==> config.mk <==
export PLATFORM = sky130hd
export DESIGN_NAME = ex_fwd_hazard_ctrl
export DESIGN_NICKNAME = d
export VERILOG_FILES = /design/src/rtl/ex_fwd_hazard_ctrl.sv
export SDC_FILE = /design/constraint.sdc
export NUM_CORES = 1
export LEC_CHECK = 0
export CAP_MARGIN = 30
export CORE_MARGIN = 4
export CORE_UTILIZATION = 50
export DETAILED_ROUTE_END_ITERATION = 10
export PLACE_DENSITY = 0.81
export SLEW_MARGIN = 25
export SYNTH_ARGS = -nofsm -noshare
export SYNTH_HDL_FRONTEND = slang
export SYNTH_SLANG_ARGS = --single-unit
==> constraint.sdc <==
create_clock -name clk -period 3.8 [get_ports clk]
set_input_delay 0.76 -clock clk [delete_from_list [all_inputs] [get_ports clk]]
set_output_delay 0.76 -clock clk [all_outputs]
set_load 0.05 [all_outputs]
==> src/rtl/ex_fwd_hazard_ctrl.sv <==
// EX-stage forwarding selects and load/jal-use stall control for the 5-stage MIPS pipeline.
// Forwarding is decided only from shadow copies of the in-flight EX/MEM/WB register fields.

module ex_fwd_sel (
  input  logic [4:0] src,
  input  logic       use_src,
  input  logic [4:0] mem_rw,
  input  logic       mem_regwrite,
  input  logic [1:0] mem_memtoreg,
  input  logic [4:0] wr_rw,
  input  logic       wr_regwrite,
  output logic [1:0] sel
);
  always_comb begin
    sel = 2'b00;
    // Loads and jal results only exist at WB; the stall makes sure they are picked up there.
    if (use_src && mem_regwrite && mem_memtoreg == 2'b00 && mem_rw != 5'd0 && mem_rw == src)
      sel = 2'b01;
    else if (use_src && wr_regwrite && wr_rw != 5'd0 && wr_rw == src)
      sel = 2'b10;
  end
endmodule

module ex_fwd_hazard_ctrl #(
  parameter int CNT_W = 16
) (
  input  logic             clk,
  input  logic             reset,
  input  logic [4:0]       id_rs,
  input  logic [4:0]       id_rt,
  input  logic             id_use_rs,
  input  logic             id_use_rt,
  input  logic             id_valid,
  input  logic [4:0]       ex_rw,
  input  logic             ex_regwrite,
  input  logic [1:0]       ex_memtoreg,
  output logic [1:0]       ALUSrcA,
  output logic [1:0]       ALUSrcB,
  output logic             pc_stall,
  output logic             ifid_stall,
  output logic             idex_flush,
  output logic [CNT_W-1:0] stall_cnt
);
  localparam int NUM_OPS = 2;

  logic             hz;
  logic [4:0]       ex_rs_q, ex_rs_d, ex_rt_q, ex_rt_d;
  logic             ex_use_rs_q, ex_use_rs_d, ex_use_rt_q, ex_use_rt_d;
  logic [4:0]       mem_rw_q, mem_rw_d, wr_rw_q, wr_rw_d;
  logic             mem_regwrite_q, mem_regwrite_d, wr_regwrite_q, wr_regwrite_d;
  logic [1:0]       mem_memtoreg_q, mem_memtoreg_d;
  logic [CNT_W-1:0] stall_cnt_q, stall_cnt_d;

  // Gated by reset so a stall drops the instant reset is asserted, not at the next edge.
  always_comb begin
    hz = ~reset & ex_regwrite & (ex_memtoreg != 2'b00) & (ex_rw != 5'd0) & id_valid &
         ((id_use_rs & (id_rs == ex_rw)) | (id_use_rt & (id_rt == ex_rw)));
  end

  always_comb begin
    ex_rs_d        = id_rs;
    ex_rt_d        = id_rt;
    ex_use_rs_d    = id_use_rs & id_valid & ~hz;
    ex_use_rt_d    = id_use_rt & id_valid & ~hz;
    mem_rw_d       = ex_rw;
    mem_regwrite_d = ex_regwrite;
    mem_memtoreg_d = ex_memtoreg;
    wr_rw_d        = mem_rw_q;
    wr_regwrite_d  = mem_regwrite_q;
    stall_cnt_d    = stall_cnt_q;
    if (hz && stall_cnt_q != {CNT_W{1'b1}})
      stall_cnt_d = stall_cnt_q + CNT_W'(1);
  end

  always_ff @(posedge clk or posedge reset) begin
    if (reset) begin
      ex_rs_q        <= '0;
      ex_rt_q        <= '0;
      ex_use_rs_q    <= 1'b0;
      ex_use_rt_q    <= 1'b0;
      mem_rw_q       <= '0;
      mem_regwrite_q <= 1'b0;
      mem_memtoreg_q <= '0;
      wr_rw_q        <= '0;
      wr_regwrite_q  <= 1'b0;
      stall_cnt_q    <= '0;
    end else begin
      ex_rs_q        <= ex_rs_d;
      ex_rt_q        <= ex_rt_d;
      ex_use_rs_q    <= ex_use_rs_d;
      ex_use_rt_q    <= ex_use_rt_d;
      mem_rw_q       <= mem_rw_d;
      mem_regwrite_q <= mem_regwrite_d;
      mem_memtoreg_q <= mem_memtoreg_d;
      wr_rw_q        <= wr_rw_d;
      wr_regwrite_q  <= wr_regwrite_d;
      stall_cnt_q    <= stall_cnt_d;
    end
  end

  // Operand 0 is rs (ALU A), operand 1 is rt (ALU B / store data).
  logic [NUM_OPS-1:0][4:0] ex_src;
  logic [NUM_OPS-1:0]      ex_use;
  logic [NUM_OPS-1:0][1:0] fwd;

  assign ex_src = {ex_rt_q, ex_rs_q};
  assign ex_use = {ex_use_rt_q, ex_use_rs_q};

  for (genvar i = 0; i < NUM_OPS; i++) begin : g_op
    ex_fwd_sel u_sel (
      .src          (ex_src[i]),
      .use_src      (ex_use[i]),
      .mem_rw       (mem_rw_q),
      .mem_regwrite (mem_regwrite_q),
      .mem_memtoreg (mem_memtoreg_q),
      .wr_rw        (wr_rw_q),
      .wr_regwrite  (wr_regwrite_q),
      .sel          (fwd[i])
    );
  end

  assign ALUSrcA    = fwd[0];
  assign ALUSrcB    = fwd[1];
  assign pc_stall   = hz;
  assign ifid_stall = hz;
  assign idex_flush = hz;
  assign stall_cnt  = stall_cnt_q;
endmodule

==> results of run 1 <==
cell families (layout without fill, tap and decap cells):
family | Yosys count | count (layout) | share of synthesized area [%]
DFF | 42 | 42 | 55.3
xor gates and xnor gates | 43 | 43 | 19.8
and+or+nand+nor | 60 | 60 | 17.6
muxes | 3 | 3 | 1.78
adders and majority gates | 1 | 1 | 0.658
buffers and inverters | 5 | 57 | 1.45
AOI/OAI and AO/OA | 6 | 6 | 3.36
worst max-delay path, stage by stage (launching register included):
cell and delay (ns):
dfrtp_1 0.43, or4_1 0.54, o211ai_1 0.23, nor3_1 0.10, nor3_1 0.20, clkdlybuf4s50_1 0.83
registers in the layout, indices dropped and copies added (netlist names):
| signal | flops |
|---|---|
| ex_use_rt_q | 1 |
| wr_rw_q | 5 |
| ex_rt_q | 5 |
| stall_cnt | 16 |
| wr_regwrite_q | 1 |
| mem_regwrite_q | 1 |
| ex_rs_q | 5 |
| mem_memtoreg_q | 2 |
| ex_use_rs_q | 1 |
| mem_rw_q | 5 |
area by class of cell:
cell class                 instances  area, um^2
clock buffer                       6        82.6
clock inverter                     2        12.5
multi-input combinational        113         822
inverter                           2        7.51
timing repair buffer              47         495
tap                               48        60.1
fill                             287        1130
sequential                        42        1050
path summary, 6_finish.rpt:
path	start	endpoint	slack [ns]	cells after the start
setup / recovery	mem_rw_q[0]	ALUSrcA[1]	0.42	5
hold / removal	mem_regwrite_q	wr_regwrite_q	0.38	0
setup reg to reg	stall_cnt[0]	stall_cnt[1]	1.72	6
hold reg to reg	mem_regwrite_q	wr_regwrite_q	0.38	0
max in group asynchronous	reset	wr_rw_q[3]	2.44	3
min in group asynchronous	reset	stall_cnt[3]	1.00	3
metrics by stage:
step | total power (uW) | instances
2_1_floorplan | 541 | 160
3_3_place_gp | 588 | 252
3_5_place_dp | 591 | 252
4_1_cts | 887 | 260
5_1_grt | 914 | 260
6_report | 874 | 260
layer usage:
layer,wire [um],up-vias
met3,163,8
met4,39,0
met1,1660,682
li1,-,665
met5,0,-
met2,2280,33
layout by cell type (no fill, tap or decap), drive strengths merged:
master         synthesis  layout
and3                   7       7
clkbuf                 0       6
xor2                   9       9
buf                    3       5
nand3                 12      12
nor3                   6       6
or4                    3       3
mux2                   3       3
ha                     1       1
nand2b                 1       1
nor2                   4       4
xnor2                 34      34
clkinv                 0       1
and4                   1       1
o211ai                 3       3
nand4                 11      11
clkdlybuf4s50          0      42
o22ai                  1       1
or2                    1       1
nand2                  9       9
dfrtp                 42      42
nor4                   5       5
o21ai                  1       1
o211a                  1       1
inv                    2       2
clkinvlp               0       1
power by group:
group	internal [uW]	switching [uW]	leakage, uW
sequential	463	17.0	0.000529
clock	146	146	0.0000472
combinational	51.7	50.0	0.000449
==> results.toml, run 1 <==
[outcome]
status = "finished, final reports clean"

[sta]
worst_hold_slack_ns = 0.382
period_needed_ns = 3.38
finalSetupViolCount = 0
final.setup.worst_slack_ns = 0.416
fin_skew_ns = 0.00127
drv_slew = 0
hold_viol_final = 0
rsz0062_at_grt = "false"
slew_headroom_pct = 65.2
finalCritPeriodShare_pct = 89.1
tns_ns = 0
worst_slew_pin_slew_ns = 0.523
fmax_mhz = 295

[clock_network]
numCtsBuffers = 5
htree_num_levels = 2
hold_buffers = 0
clk_latency_ns = 0.29
cts-root-buf = "clkbuf_8"
cts_setup_buffers = 0
ctsResizeCount = 0
cts_buffer_depth = 2
numClockSinks = 42
cts_tree = "done"
clk_pin_slew_ns = 0.08

[setup_path]
arrival_ns = 2.62
cp-start-kind = "register"
end_kind = "primary output"
path_max_fanout = 4
critPathKind = "reg2out"
crit_required_ns = 3.04

[synthesis]
ys_ff_latch = 42
postSynthCellCount = 160
yosys_warnings = 0
synth.distinct_cells = 27
avgSynthCellArea_um2 = 11.9
synth_nets = 184
netlist_top_cells_area = "dfrtp_1 55%, xnor2_1 16%, xor2_1 4.1%"
ys.flop_type = "dfrtp_1"
yosys.area.top_type = "dfrtp_1"
yosysSeqAreaShare_pct = 55.3
async_flop_share_pct = 100
synth.most_common_cell = "dfrtp_1"
syn_area_um2 = 1900
synth_edf_count = 0
yosys.area.top_type_share_pct = 55.3
ys_top_cells_by_count = "42 x dfrtp_1, 34 x xnor2_1, 12 x nand3_1"

[global_route]
grt_pass1_wl_um = 7230
met2_usage_pct = 34.1
met3_usage_pct = 4.93
met1_usage_pct = 21.8
grt.total_usage_pct = 18.6
antenna_found_initial = 0
busiest_layer = "met2"
grt_pass1_vias = 1485
grt_max_degree = 43
grt_overflow = 0

[pwr]
ir_drop_mv = 0.274
power_density_nw_per_um2 = 345
p_leak_uw = 0.00102

[route]
drc = 0
vias = 1388
antenna_left = 0
drtIter0Drc = 36
routed_wl_um = 4150
drtPass1Iterations = 4
vias_per_cell = 5.34
wl_per_cell_um = 15.9

[cells_and_area]
drive_gt1_share_pct = 8.96
fin_nets = 235
area_delta_synth_final_pct = 33.2
n_antenna_cell = 0
fin_area_um2 = 2530
postLayoutCoreUtil_pct = 69.1

[die]
io_pins = 46
die_x_um = 69.7
dieHeight_um = 69.7
core-area_um2 = 3660
fp-row-count = 22
start_util_pct = 51.9
dieArea_um2 = 4850

[flow_run]
drv_cap = 0

[placement]
dp_hpwl_um = 3140
placed_cell_area_um2 = 2440
portBuffers = 45
place_worst_setup_slack_ns = 0.451
gp_congestion = 0.880

[hold_path]
hold_class = "reg2reg"
No activity file was read; power rests on OpenSTA's default activity.
==> run 2, diff against run 1 <==
--- a/config.mk
+++ b/config.mk
@@ -8,6 +8,7 @@
 export CAP_MARGIN = 30
 export CORE_MARGIN = 4
 export CORE_UTILIZATION = 50
+export CTS_CLUSTER_SIZE = 14
 export DETAILED_ROUTE_END_ITERATION = 10
 export PLACE_DENSITY = 0.81
 export SLEW_MARGIN = 25
==> results of run 2 <==
Final layout, timing and power as in run 1 (identical DEF).
